$ cat src/rtl/conv_seq_pkg.sv
// Shared types and helpers for the 1x1 conv frame sequencer.
// State encoding, default counter width, frame size helper.
package conv_seq_pkg;

  localparam int CNT_W_DEF = 16;

  typedef enum logic [2:0] {
    S_IDLE  = 3'd0,
    S_FLUSH = 3'd1,
    S_RUN   = 3'd2,
    S_DRAIN = 3'd3,
    S_DONE  = 3'd4
  } state_t;

  function automatic int frame_pixels(input int w, input int h);
    return w * h;
  endfunction

endpackage

$ cat src/rtl/conv1x1_frame_sequencer_credit_counter.sv
// Up/down saturating credit counter for the result FIFO slots.
// Ports: clk, rst (sync active-low), i_take, i_give, o_has_credit, o_overflow_err.
module credit_counter #(
  parameter int CREDITS = 4
) (
  input  logic clk,
  input  logic rst,
  input  logic i_take,
  input  logic i_give,
  output logic o_has_credit,
  output logic o_overflow_err
);

  localparam int W = $clog2(CREDITS + 1);
  localparam logic [W-1:0] MAX = W'(CREDITS);

  logic [W-1:0] r_cnt;

  always_ff @(posedge clk) begin
    if (!rst) begin
      r_cnt <= MAX;
    end else if (i_take && !i_give) begin
      if (r_cnt != '0) r_cnt <= r_cnt - 1'b1;
    end else if (i_give && !i_take) begin
      if (r_cnt != MAX) r_cnt <= r_cnt + 1'b1;
    end
  end

  assign o_has_credit   = (r_cnt != '0);
  // A return with every slot already free has no matching issue.
  assign o_overflow_err = i_give & ~i_take & (r_cnt == MAX);

endmodule

$ cat src/rtl/conv1x1_frame_sequencer.sv
// Frame sequencer for the 1x1 conv layer: credit-throttled issue,
// row/col result tagging, frame completion. Optional stats: CONV1X1_SEQ_STATS_EN.
// Ports: clk, rst (sync active-low), start, busy, frame_done, pix_valid,
// pix_ready, conv_rst, conv_valid_in, conv_valid_out, res_push, res_row,
// res_col, credit_return, err [, stall_cycles, frame_cycles].
module conv1x1_frame_sequencer
  import conv_seq_pkg::*;
#(
  parameter int IMG_Width  = 3,
  parameter int IMG_Height = 3,
  parameter int CREDITS    = 4,
  parameter int CNT_W      = CNT_W_DEF
) (
  input  logic             clk,
  input  logic             rst,
  input  logic             start,
  output logic             busy,
  output logic             frame_done,
  input  logic             pix_valid,
  output logic             pix_ready,
  output logic             conv_rst,
  output logic             conv_valid_in,
  input  logic             conv_valid_out,
  output logic             res_push,
  output logic [CNT_W-1:0] res_row,
  output logic [CNT_W-1:0] res_col,
  input  logic             credit_return,
`ifdef CONV1X1_SEQ_STATS_EN
  output logic [CNT_W-1:0] stall_cycles,
  output logic [CNT_W-1:0] frame_cycles,
`endif
  output logic             err
);

  localparam logic [CNT_W-1:0] N =
    CNT_W'(frame_pixels(IMG_Width, IMG_Height));
  localparam logic [CNT_W-1:0] COL_LAST = CNT_W'(IMG_Width - 1);

  state_t r_state, w_next;

  logic [CNT_W-1:0] r_issued;
  logic [CNT_W-1:0] r_received;
  logic [CNT_W-1:0] r_row;
  logic [CNT_W-1:0] r_col;
  logic             r_err;

  logic w_busy;
  logic w_ready;
  logic w_issue;
  logic w_push;
  logic w_start;
  logic w_rcv_full;
  logic w_rcv_last;
  logic w_has_credit;
  logic w_ovf;
  logic w_err_set;

  credit_counter #(
    .CREDITS(CREDITS)
  ) u_credit (
    .clk           (clk),
    .rst           (rst),
    .i_take        (w_issue),
    .i_give        (credit_return),
    .o_has_credit  (w_has_credit),
    .o_overflow_err(w_ovf)
  );

  assign w_busy  = (r_state == S_FLUSH) ||
                   (r_state == S_RUN)   ||
                   (r_state == S_DRAIN);
  assign w_ready = (r_state == S_RUN) &&
                   (r_issued < N) && w_has_credit;
  assign w_issue = pix_valid & w_ready;
  assign w_push  = conv_valid_out & w_busy;
  assign w_start = start && (r_state == S_IDLE);

  assign w_rcv_full = (r_received == N);
  assign w_rcv_last = w_push && (r_received == N - 1'b1);

  // Results with no matching issue: layer should be quiet outside a frame.
  assign w_err_set = w_ovf |
                     (conv_valid_out & (r_state == S_IDLE)) |
                     (conv_valid_out & (r_state == S_FLUSH)) |
                     (conv_valid_out & w_rcv_full);

  always_ff @(posedge clk) begin
    if (!rst) r_state <= S_IDLE;
    else      r_state <= w_next;
  end

  always_comb begin
    w_next = r_state;
    unique case (r_state)
      S_IDLE:  if (start) w_next = S_FLUSH;
      S_FLUSH: w_next = S_RUN;
      S_RUN: begin
        if (w_issue && (r_issued == N - 1'b1))
          w_next = w_rcv_last ? S_DONE : S_DRAIN;
      end
      S_DRAIN: if (w_rcv_last) w_next = S_DONE;
      S_DONE:  w_next = S_IDLE;
      default: w_next = S_IDLE;
    endcase
  end

  always_ff @(posedge clk) begin
    if (!rst) begin
      r_issued   <= '0;
      r_received <= '0;
      r_row      <= '0;
      r_col      <= '0;
      r_err      <= 1'b0;
    end else if (w_start) begin
      r_issued   <= '0;
      r_received <= '0;
      r_row      <= '0;
      r_col      <= '0;
      r_err      <= 1'b0;
    end else begin
      if (w_issue) r_issued <= r_issued + 1'b1;
      if (w_push && !w_rcv_full) begin
        r_received <= r_received + 1'b1;
        if (r_col == COL_LAST) begin
          r_col <= '0;
          r_row <= r_row + 1'b1;
        end else begin
          r_col <= r_col + 1'b1;
        end
      end
      if (w_err_set) r_err <= 1'b1;
    end
  end

`ifdef CONV1X1_SEQ_STATS_EN
  logic [CNT_W-1:0] r_stall;
  logic [CNT_W-1:0] r_fcyc;

  always_ff @(posedge clk) begin
    if (!rst) begin
      r_stall <= '0;
      r_fcyc  <= '0;
    end else if (w_start) begin
      r_stall <= '0;
      r_fcyc  <= '0;
    end else begin
      if ((r_state == S_RUN) && pix_valid &&
          !w_has_credit && (r_stall != '1))
        r_stall <= r_stall + 1'b1;
      if ((w_busy || (r_state == S_DONE)) && (r_fcyc != '1))
        r_fcyc <= r_fcyc + 1'b1;
    end
  end

  assign stall_cycles = r_stall;
  assign frame_cycles = r_fcyc;
`endif

  assign busy          = w_busy;
  assign frame_done    = (r_state == S_DONE);
  assign pix_ready     = w_ready;
  assign conv_rst      = ~rst | (r_state == S_FLUSH);
  assign conv_valid_in = w_issue;
  assign res_push      = w_push;
  assign res_row       = r_row;
  assign res_col       = r_col;
  assign err           = r_err;

endmodule

$ cat config.mk
export PLATFORM = sky130hd
export DESIGN_NAME = conv1x1_frame_sequencer
export DESIGN_NICKNAME = d
export VERILOG_FILES = /design/src/rtl/conv_seq_pkg.sv /design/src/rtl/conv1x1_frame_sequencer_credit_counter.sv /design/src/rtl/conv1x1_frame_sequencer.sv
export SDC_FILE = /design/constraint.sdc
export NUM_CORES = 1
export LEC_CHECK = 0
export ABC_AREA = 1
export CAP_MARGIN = 20
export CORE_AREA = 2 2 72 108
export DETAILED_ROUTE_END_ITERATION = 10
export DIE_AREA = 0 0 74 110
export MAX_ROUTING_LAYER = met4
export PLACE_DENSITY_LB_ADDON = 0.08
export SYNTH_ARGS = -nofsm -noshare
export SYNTH_HDL_FRONTEND = slang
export SYNTH_SLANG_ARGS = --single-unit
$ cat constraint.sdc
create_clock -name clk -period 2.65 [get_ports clk]
set_input_delay 0.265 -clock clk [delete_from_list [all_inputs] [get_ports clk]]
set_output_delay 0.265 -clock clk [all_outputs]
set_load 0.03 [all_outputs]
==> results.sh, run 1 <==
export IMPL_crit_start="r_issued[12]$_SDFFE_PP0P_"
export IMPL_diodes=0
export IMPL_ys_flop_type="dfxtp_1"
export IMPL_hold_viol_final=0
export IMPL_period_share_pct=87.4
export IMPL_ir_drop_mv=0.572
export IMPL_grt_max_degree=35
export IMPL_synth_top_area_cell="dfxtp_1"
export IMPL_die_w_um=74
export IMPL_syn_area_um2=3940
export IMPL_num_vias=3822
export IMPL_synth_compound_area_share_pct=9.09
export IMPL_clock_power_share_pct=31.6
export IMPL_fin_area_um2=4690
export IMPL_netlist_top_cells_area="dfxtp_1 36%, nand2_1 12%, nor2_1 7.8%"
export IMPL_ios=45
export IMPL_tns_ns=0
export IMPL_initial_core_util_pct=54.8
export IMPL_clock_skew_ns=0.0101
export IMPL_ys_types=40
export IMPL_p_sw_share_pct=36.2
export IMPL_setup_viol=0
export IMPL_synth_seq_cells=71
export IMPL_grt_use_total_pct=23.9
export IMPL_period_minus_slack_ns=2.32
export IMPL_synth_common_cells="124 x nand2_1, 82 x nor2_1, 75 x inv_1"
export IMPL_ys_seq_area_share_pct=36.1
export IMPL_utilization_pct=65.3
export IMPL_worstMarginPinSlew_ns=0.399
export IMPL_slowest_stage="clkdlybuf4s50_1"
export IMPL_switching_power_mw=1.12
export IMPL_core_area_um2=7180
export IMPL_drv_cap=0
export IMPL_dp_cells=719
export IMPL_setup_slack_ns=0.334
export IMPL_area_growth_pct=19.0
export IMPL_combPwrFrac_pct=30.1
export IMPL_ctsResizeCount=0
export IMPL_min_path_type="register to register"
export IMPL_seq_power_share_pct=38.3
export IMPL_yosys_warnings=0
export IMPL_synth_cells=585
export IMPL_fin_nets=645
export IMPL_clk_pin_slew_ns=0.07
export IMPL_muxShareOfSynthArea_pct=0
export IMPL_end_kind="primary output"
export IMPL_pre_cts_slack_ns=0.487
export IMPL_grt_pass1_vias=3628
export IMPL_die_h_um=110
export IMPL_r2r_end="u_credit.r_cnt[2]$_SDFFE_PN1P_"
export IMPL_slew_headroom_pct=73.4
export IMPL_gp_congestion=0.961
export IMPL_synthAdderAreaFrac_pct=3.05
export IMPL_post_cts_repair_setup_buffers=0
export IMPL_gr_total_overflow=0
export IMPL_synth_enable_flop_cells=0
export IMPL_cts_tree="built"
export IMPL_seqCellArea_um2=1420
export IMPL_crit_path_start_kind="register"
export IMPL_synth_most_common_cell="nand2_1"
export IMPL_drt_iter0_drc=208
export IMPL_numCtsBuffers=9
export IMPL_ys_async_sr_fraction_pct=0
export IMPL_cts_max_path_buffers=2
export IMPL_drc=0
export IMPL_synth_top_area_share_pct=36.1
export IMPL_final_cells=735
export IMPL_post_dp_hpwl_mm=6.46
export IMPL_rrSetupSlack_ns=0.49
export IMPL_synth_top_family_by_area="simple AND/OR/NAND/NOR gates"
export IMPL_r2r_cells=14
export IMPL_drv_slew=0
export IMPL_synth_xor_area_share_pct=5.79
export IMPL_rsz0062_at_grt="false"
export IMPL_p_int_mw=1.97
export IMPL_grt_pass1_wl_mm=14.9
export IMPL_std_cell_rows=38
export IMPL_dr_pass1_iters=4
export IMPL_fillers=665
export IMPL_synth_nets=600
export IMPL_antenna_found_initial=0
export IMPL_fmax_mhz=432
export IMPL_r2r_start="r_issued[0]$_SDFFE_PP0P_"
export IMPL_insertion_delay_ns=0.36
export IMPL_vias_per_cell=5.20
export IMPL_ctsHoldBuffers=0
export IMPL_post_dp_cell_area_um2=4460
export IMPL_critPathMaxFanout=4
export IMPL_leakagePower_nw=1.74
export IMPL_port_buffers=44
export IMPL_syn_avg_cell_area_um2=6.73
export IMPL_wl_per_cell_um=12.2
export IMPL_crit_end="pix_ready"
export IMPL_slowest_delay_ns=0.69
export IMPL_status="complete, no violations"
export IMPL_drt_total_wl_mm=8.95
export IMPL_multi_input_area_um2=2140
export IMPL_power_density_nw_per_um2=658
export IMPL_path_common_cell="nor2_1"
export IMPL_cts_root_buf="clkbuf_8"
export IMPL_dieArea_um2=8140
export IMPL_clkSinkCount=71
export IMPL_arrival_ns=2.05
export IMPL_required_ns=2.38
export IMPL_crit_chain="nor2_1 > nand2_1 > nor2_1 > inv_1 > nor2_1 > clkdlybuf4s50_1"
export IMPL_htreeDepth=3
export IMPL_critPathKind="register to primary output"
export IMPL_drive_above_1_share_pct=6.14
export IMPL_drtAntennaViolNets=0
export IMPL_synth_simple_gate_area_share_pct=36.3
[critical path: cells and delay by family (launching register included)]
kind	cells	cell delay [ns]
flops	1	0.32
buf+inv	2	0.76
simple gates	4	0.62
[placed cells by master (no fill, tap or decap), types with 2 or more instances in the layout]
master	n
nor2_2	5
a21oi_1	45
ha_1	8
nor2_1	82
nand4_1	14
bufinv_16	2
clkbuf_8	10
xor2_1	18
nand3_1	48
buf_4	3
inv_2	4
nor3_1	26
nand2_1	124
nand3b_1	3
nor3b_1	2
o21ai_0	18
clkdlybuf4s50_1	43
inv_4	2
xnor2_1	8
dfxtp_1	71
inv_1	75
[power by group through the flow]
stage | clock (mW) | combinational [mW] | sequential [mW]
after floorplan | 0 | 0.668 | 1.22
after detailed placement | 0 | 0.927 | 1.21
after global routing | 1.04 | 1.03 | 1.19
after global placement | 0 | 0.900 | 1.20
final | 0.975 | 0.928 | 1.18
after CTS | 1.00 | 0.935 | 1.18
[worst min-delay path by stage]
stage	depth (start not counted)	from	to
2_1_floorplan	1	rst	u_credit.r_cnt[2]$_SDFFE_PN1P_
5_1_grt	2	r_issued[6]$_SDFFE_PP0P_	r_issued[6]$_SDFFE_PP0P_
3_3_place_gp	2	r_issued[13]$_SDFFE_PP0P_	r_issued[13]$_SDFFE_PP0P_
3_5_place_dp	2	r_issued[14]$_SDFFE_PP0P_	r_issued[14]$_SDFFE_PP0P_
6_report	2	r_issued[4]$_SDFFE_PP0P_	r_issued[4]$_SDFFE_PP0P_
4_1_cts	2	r_issued[14]$_SDFFE_PP0P_	r_issued[14]$_SDFFE_PP0P_
[sequential cells by signal, indices dropped and copies added (netlist names)]
register and flops:
res_row 16, err 1, res_col 16, r_received 16, r_state 3, u_credit.r_cnt 3
r_issued 16
[through the flow]
step,total power [mW],hold slack [ns]
after floorplan,1.89,0.350
after global placement,2.10,0.415
after detailed placement,2.13,0.418
after CTS,3.12,0.430
after global routing,3.26,0.447
final,3.08,0.427
[cell type report]
type                            instances  share of cell area (%)
Multi-Input combinational cell        420                    45.7
Sequential cell                        71                    30.3
Timing Repair Buffer                   47                    9.93
Inverter                               81                    6.60
Clock buffer                           11                    3.02
Tap cell                              100                    2.67
Clock inverter                          5                    1.74
[routing by layer]
metal	GRT usage [%]	share of wire (%)	vias to the layer above
met3	4.73	3.8	21
met2	41.0	50	87
li1	-	-	1958
met1	25.7	43	1756
met5	-	0	-
met4	12.3	2.9	0
[kinds of logic after synthesis]
logic type | Yosys count
AOI/OAI and AO/OA | 69
xor gates and xnor gates | 26
adders and majority gates | 9
buffers and inverters | 94
DFF | 71
and+or+nand+nor | 316
(Power assumes the default switching activity.)
==> inputs of run 2 (changes only) <==
--- a/config.mk
+++ b/config.mk
@@ -5,13 +5,12 @@
 export SDC_FILE = /design/constraint.sdc
 export NUM_CORES = 1
 export LEC_CHECK = 0
-export ABC_AREA = 1
 export CAP_MARGIN = 20
-export CORE_AREA = 2 2 72 108
+export CORE_AREA = 2 2 69 103
 export DETAILED_ROUTE_END_ITERATION = 10
-export DIE_AREA = 0 0 74 110
+export DIE_AREA = 0 0 71 105
 export MAX_ROUTING_LAYER = met4
-export PLACE_DENSITY_LB_ADDON = 0.08
+export PLACE_DENSITY = 0.76
 export SYNTH_ARGS = -nofsm -noshare
 export SYNTH_HDL_FRONTEND = slang
 export SYNTH_SLANG_ARGS = --single-unit
==> run 2 against run 1 <==
Compared with the run above:
- largest cell class unchanged
- via count decreased by 18%
- combinational power decreased by 79%
- cell count decreased by 28%
- non-clock buffer count increased by 12
- register-to-register slack got worse by 0.48 ns
- setup slack got worse by 0.33 ns
- hold slack improved by 0.045 ns
- maximum frequency decreased by 12%
- global-route usage decreased by 0.60 points
- sequential power decreased by 8%
- clock skew decreased by 0.0015 ns
- synthesized cell count decreased by 32%
==> results.sh, run 2 <==
export IMPL_status="complete, no violations"
export IMPL_synth_enable_flop_cells=0
export IMPL_synth_nets=412
export IMPL_syn_avg_cell_area_um2=8.79
export IMPL_hold_viol_final=0
export IMPL_cts_root_buf="clkbuf_8"
export IMPL_rrSetupSlack_ns=0.008
export IMPL_gp_congestion=0.867
export IMPL_slew_headroom_pct=63.0
export IMPL_path_buf_inv=0
export IMPL_fin_nets=465
export IMPL_cts_max_path_buffers=2
export IMPL_dr_pass1_iters=4
export IMPL_crit_chain="or4_1 > a2111o_1 > nor3_4 > nand2b_1 > fa_2 > or3b_4 > mux2i_1 > a311o_1"
export IMPL_drv_slew=0
export IMPL_path_depth=8
export IMPL_synth_common_cells="71 x dfxtp_1, 48 x nor2_1, 27 x xnor2_1"
export IMPL_yosys_warnings=0
export IMPL_ys_flop_type="dfxtp_1"
export IMPL_clock_skew_ns=0.00858
export IMPL_mostFrequentLayoutCell="dfxtp_1"
export IMPL_utilization_pct=66.3
export IMPL_worstMarginPinSlew_ns=0.547
export IMPL_dieArea_um2=7460
export IMPL_post_dp_cell_area_um2=4080
export IMPL_r2r_cells=8
export IMPL_std_cell_rows=36
export IMPL_grt_use_total_pct=23.3
export IMPL_syn_area_um2=3490
export IMPL_crit_end="u_credit.r_cnt[2]$_SDFFE_PN1P_"
export IMPL_area_growth_pct=24.0
export IMPL_gr_usage_met2_pct=40.0
export IMPL_insertion_delay_ns=0.35
export IMPL_fillers=547
export IMPL_numCtsBuffers=9
export IMPL_diodes=0
export IMPL_whs_ns=0.472
export IMPL_ctsHoldBuffers=0
export IMPL_min_path_type="register to register"
export IMPL_vias_per_cell=5.94
export IMPL_leakagePower_nw=1.45
export IMPL_port_buffers=44
export IMPL_drt_iter0_drc=138
export IMPL_slowest_stage="or4_1"
export IMPL_synth_most_common_cell="dfxtp_1"
export IMPL_cts_tree="built"
export IMPL_arrival_ns=2.93
export IMPL_drt_total_wl_mm=8.21
export IMPL_initial_core_util_pct=53.4
export IMPL_die_w_um=71
export IMPL_ys_seq_area_share_pct=40.7
export IMPL_finalPower_mw=2.30
export IMPL_crit_start="r_issued[13]$_SDFFE_PP0P_"
export IMPL_crit_path_start_kind="register"
export IMPL_final_cells=530
export IMPL_end_kind="register"
export IMPL_synth_seq_cells=71
export IMPL_clk_pin_slew_ns=0.08
export IMPL_grt_pass1_wl_mm=13.7
export IMPL_critPathMaxFanout=4
export IMPL_antenna_found_initial=0
export IMPL_synth_top_area_cell="dfxtp_1"
export IMPL_grt_use_met1_pct=25.7
export IMPL_drv_cap=0
export IMPL_period_minus_slack_ns=2.64
export IMPL_grt_pass1_vias=3087
export IMPL_ys_types=53
export IMPL_critPathKind="register to register"
export IMPL_setup_viol=0
export IMPL_wl_per_cell_um=15.5
export IMPL_ios=45
export IMPL_synth_top_area_share_pct=40.7
export IMPL_required_ns=2.94
export IMPL_synth_cells=397
export IMPL_final_cell_mix="70 x dfxtp_1, 48 x nor2_1, 42 x clkdlybuf4s50_1"
export IMPL_power_density_nw_per_um2=530
export IMPL_drtAntennaViolNets=0
export IMPL_num_vias=3148
export IMPL_drc=0
export IMPL_dp_cells=514
export IMPL_die_h_um=105
export IMPL_grt_busiest_layer="met2"
export IMPL_netlist_top_cells_area="dfxtp_1 41%, xnor2_1 6.8%, nor2_1 5.2%"
export IMPL_core_area_um2=6530
export IMPL_post_dp_hpwl_mm=5.78
export IMPL_r2r_start="r_issued[13]$_SDFFE_PP0P_"
export IMPL_cp_top_family="simple AND/OR/NAND/NOR gates"
export IMPL_htreeDepth=3
export IMPL_r2r_end="u_credit.r_cnt[2]$_SDFFE_PN1P_"
export IMPL_clkSinkCount=71
export IMPL_fmax_mhz=379
export IMPL_grt_max_degree=37
export IMPL_use_met3_pct=4.82
export IMPL_fin_area_um2=4330
export IMPL_gr_total_overflow=0
export IMPL_ys_async_sr_fraction_pct=0
export IMPL_drive_above_1_share_pct=11.5
export IMPL_period_share_pct=99.7
export IMPL_rsz0062_at_grt="true"
export IMPL_ir_drop_mv=0.368
export IMPL_slowest_delay_ns=0.49
-- run 2: changes by cell type in the layout (fill, tap and decap cells not counted), sizes merged, moves of 11 or more --
cell / previous run / this run
nand2: 126 / 22
inv: 81 / 14
nor2: 88 / 48
nand3: 50 / 18
a21oi: 45 / 17
nor4: 1 / 21
xnor2: 8 / 27
nor3: 28 / 12
or4: 0 / 14
o21ai: 20 / 7
buf: 3 / 15
and2: 1 / 12
-- run 2: per-stage QoR --
step | setup slack [ns] | setup TNS, ns
6_report | 0.00808 | 0
4_1_cts | 0.00480 | 0
3_5_place_dp | -0.0322 | -0.0445
3_3_place_gp | 0.0449 | 0
5_1_grt | -0.117 | -0.133
2_1_floorplan | -0.152 | -0.294
-- run 2: repair_timing --
action                                 in CTS  in global routing
setup endpoints to repair                   4                  3
buffers inserted                            1                  0
endpoints found under the hold margin       0                  0
resized for setup                           3                  5
-- run 2: how the worst min path moves through the flow --
| stage | depth (start not counted) | startpoint | slack [ns] | end |
|---|---|---|---|---|
| 3_3_place_gp | 1 | r_issued[8]$_SDFFE_PP0P_ | 0.43 | r_issued[8]$_SDFFE_PP0P_ |
| 2_1_floorplan | 2 | rst | 0.42 | u_credit.r_cnt[1]$_SDFFE_PN0P_ |
| 3_5_place_dp | 1 | r_issued[11]$_SDFFE_PP0P_ | 0.44 | r_issued[11]$_SDFFE_PP0P_ |
| 5_1_grt | 1 | r_issued[11]$_SDFFE_PP0P_ | 0.48 | r_issued[11]$_SDFFE_PP0P_ |
| 6_report | 2 | res_row[15]$_SDFFE_PP0P_ | 0.47 | res_row[15]$_SDFFE_PP0P_ |
| 4_1_cts | 1 | r_issued[11]$_SDFFE_PP0P_ | 0.46 | r_issued[11]$_SDFFE_PP0P_ |
-- run 2: metal layers --
layer  up-vias  share of wire [%]
met2        82                 52
met1      1511                 42
met4         0                1.6
li1       1546                  -
met3         9                4.4
met5         -                  0
-- run 2: cells by family (layout without fill, tap and decap cells) --
group	Yosys count	count (layout)	share of synthesized area (%)
flip-flops	71	71	40.7
XOR/XNOR	36	36	9.04
AO/OA/AOI/OAI	43	43	8.21
AND/OR/NAND/NOR	202	202	33.1
multiplexers	5	5	1.47
buffers and inverters	31	88	3.98
adder cells (fa/ha/maj)	9	9	3.44
-- run 2: area by class of cell --
cell class	count	area (um2)	share of cell area, %
clock inverters	6	110	2.54
well taps	76	95.1	2.20
flip-flops and latches	71	1420	32.9
clock buffers	9	124	2.86
multi-input cells	295	1980	45.7
inverters	14	52.6	1.21
repair buffers	59	547	12.6
-- run 2: power breakdown --
group          internal, mW  leakage, nW  total [mW]  switching (mW)
clock network         0.618        0.111        1.02           0.398
registers              1.08        0.573        1.09          0.0131
logic                0.0702        0.765       0.191           0.120
total                  1.76         1.45        2.30           0.531
-- run 2: tightest hold or removal path: stages, from the launching register on --
cell     delay [ns]
dfxtp_1        0.32
nand2_1        0.05
mux2i_1        0.05
==> inputs of run 3 (changes only) <==
--- a/config.mk
+++ b/config.mk
@@ -9,8 +9,10 @@
 export CORE_AREA = 2 2 69 103
 export DETAILED_ROUTE_END_ITERATION = 10
 export DIE_AREA = 0 0 71 105
+export GPL_ROUTABILITY_DRIVEN = 1
 export MAX_ROUTING_LAYER = met4
 export PLACE_DENSITY = 0.76
+export SLEW_MARGIN = 20
 export SYNTH_ARGS = -nofsm -noshare
 export SYNTH_HDL_FRONTEND = slang
 export SYNTH_SLANG_ARGS = --single-unit
==> results of run 3 <==
The final DEF is identical to that of run 2; final timing and power are the same.
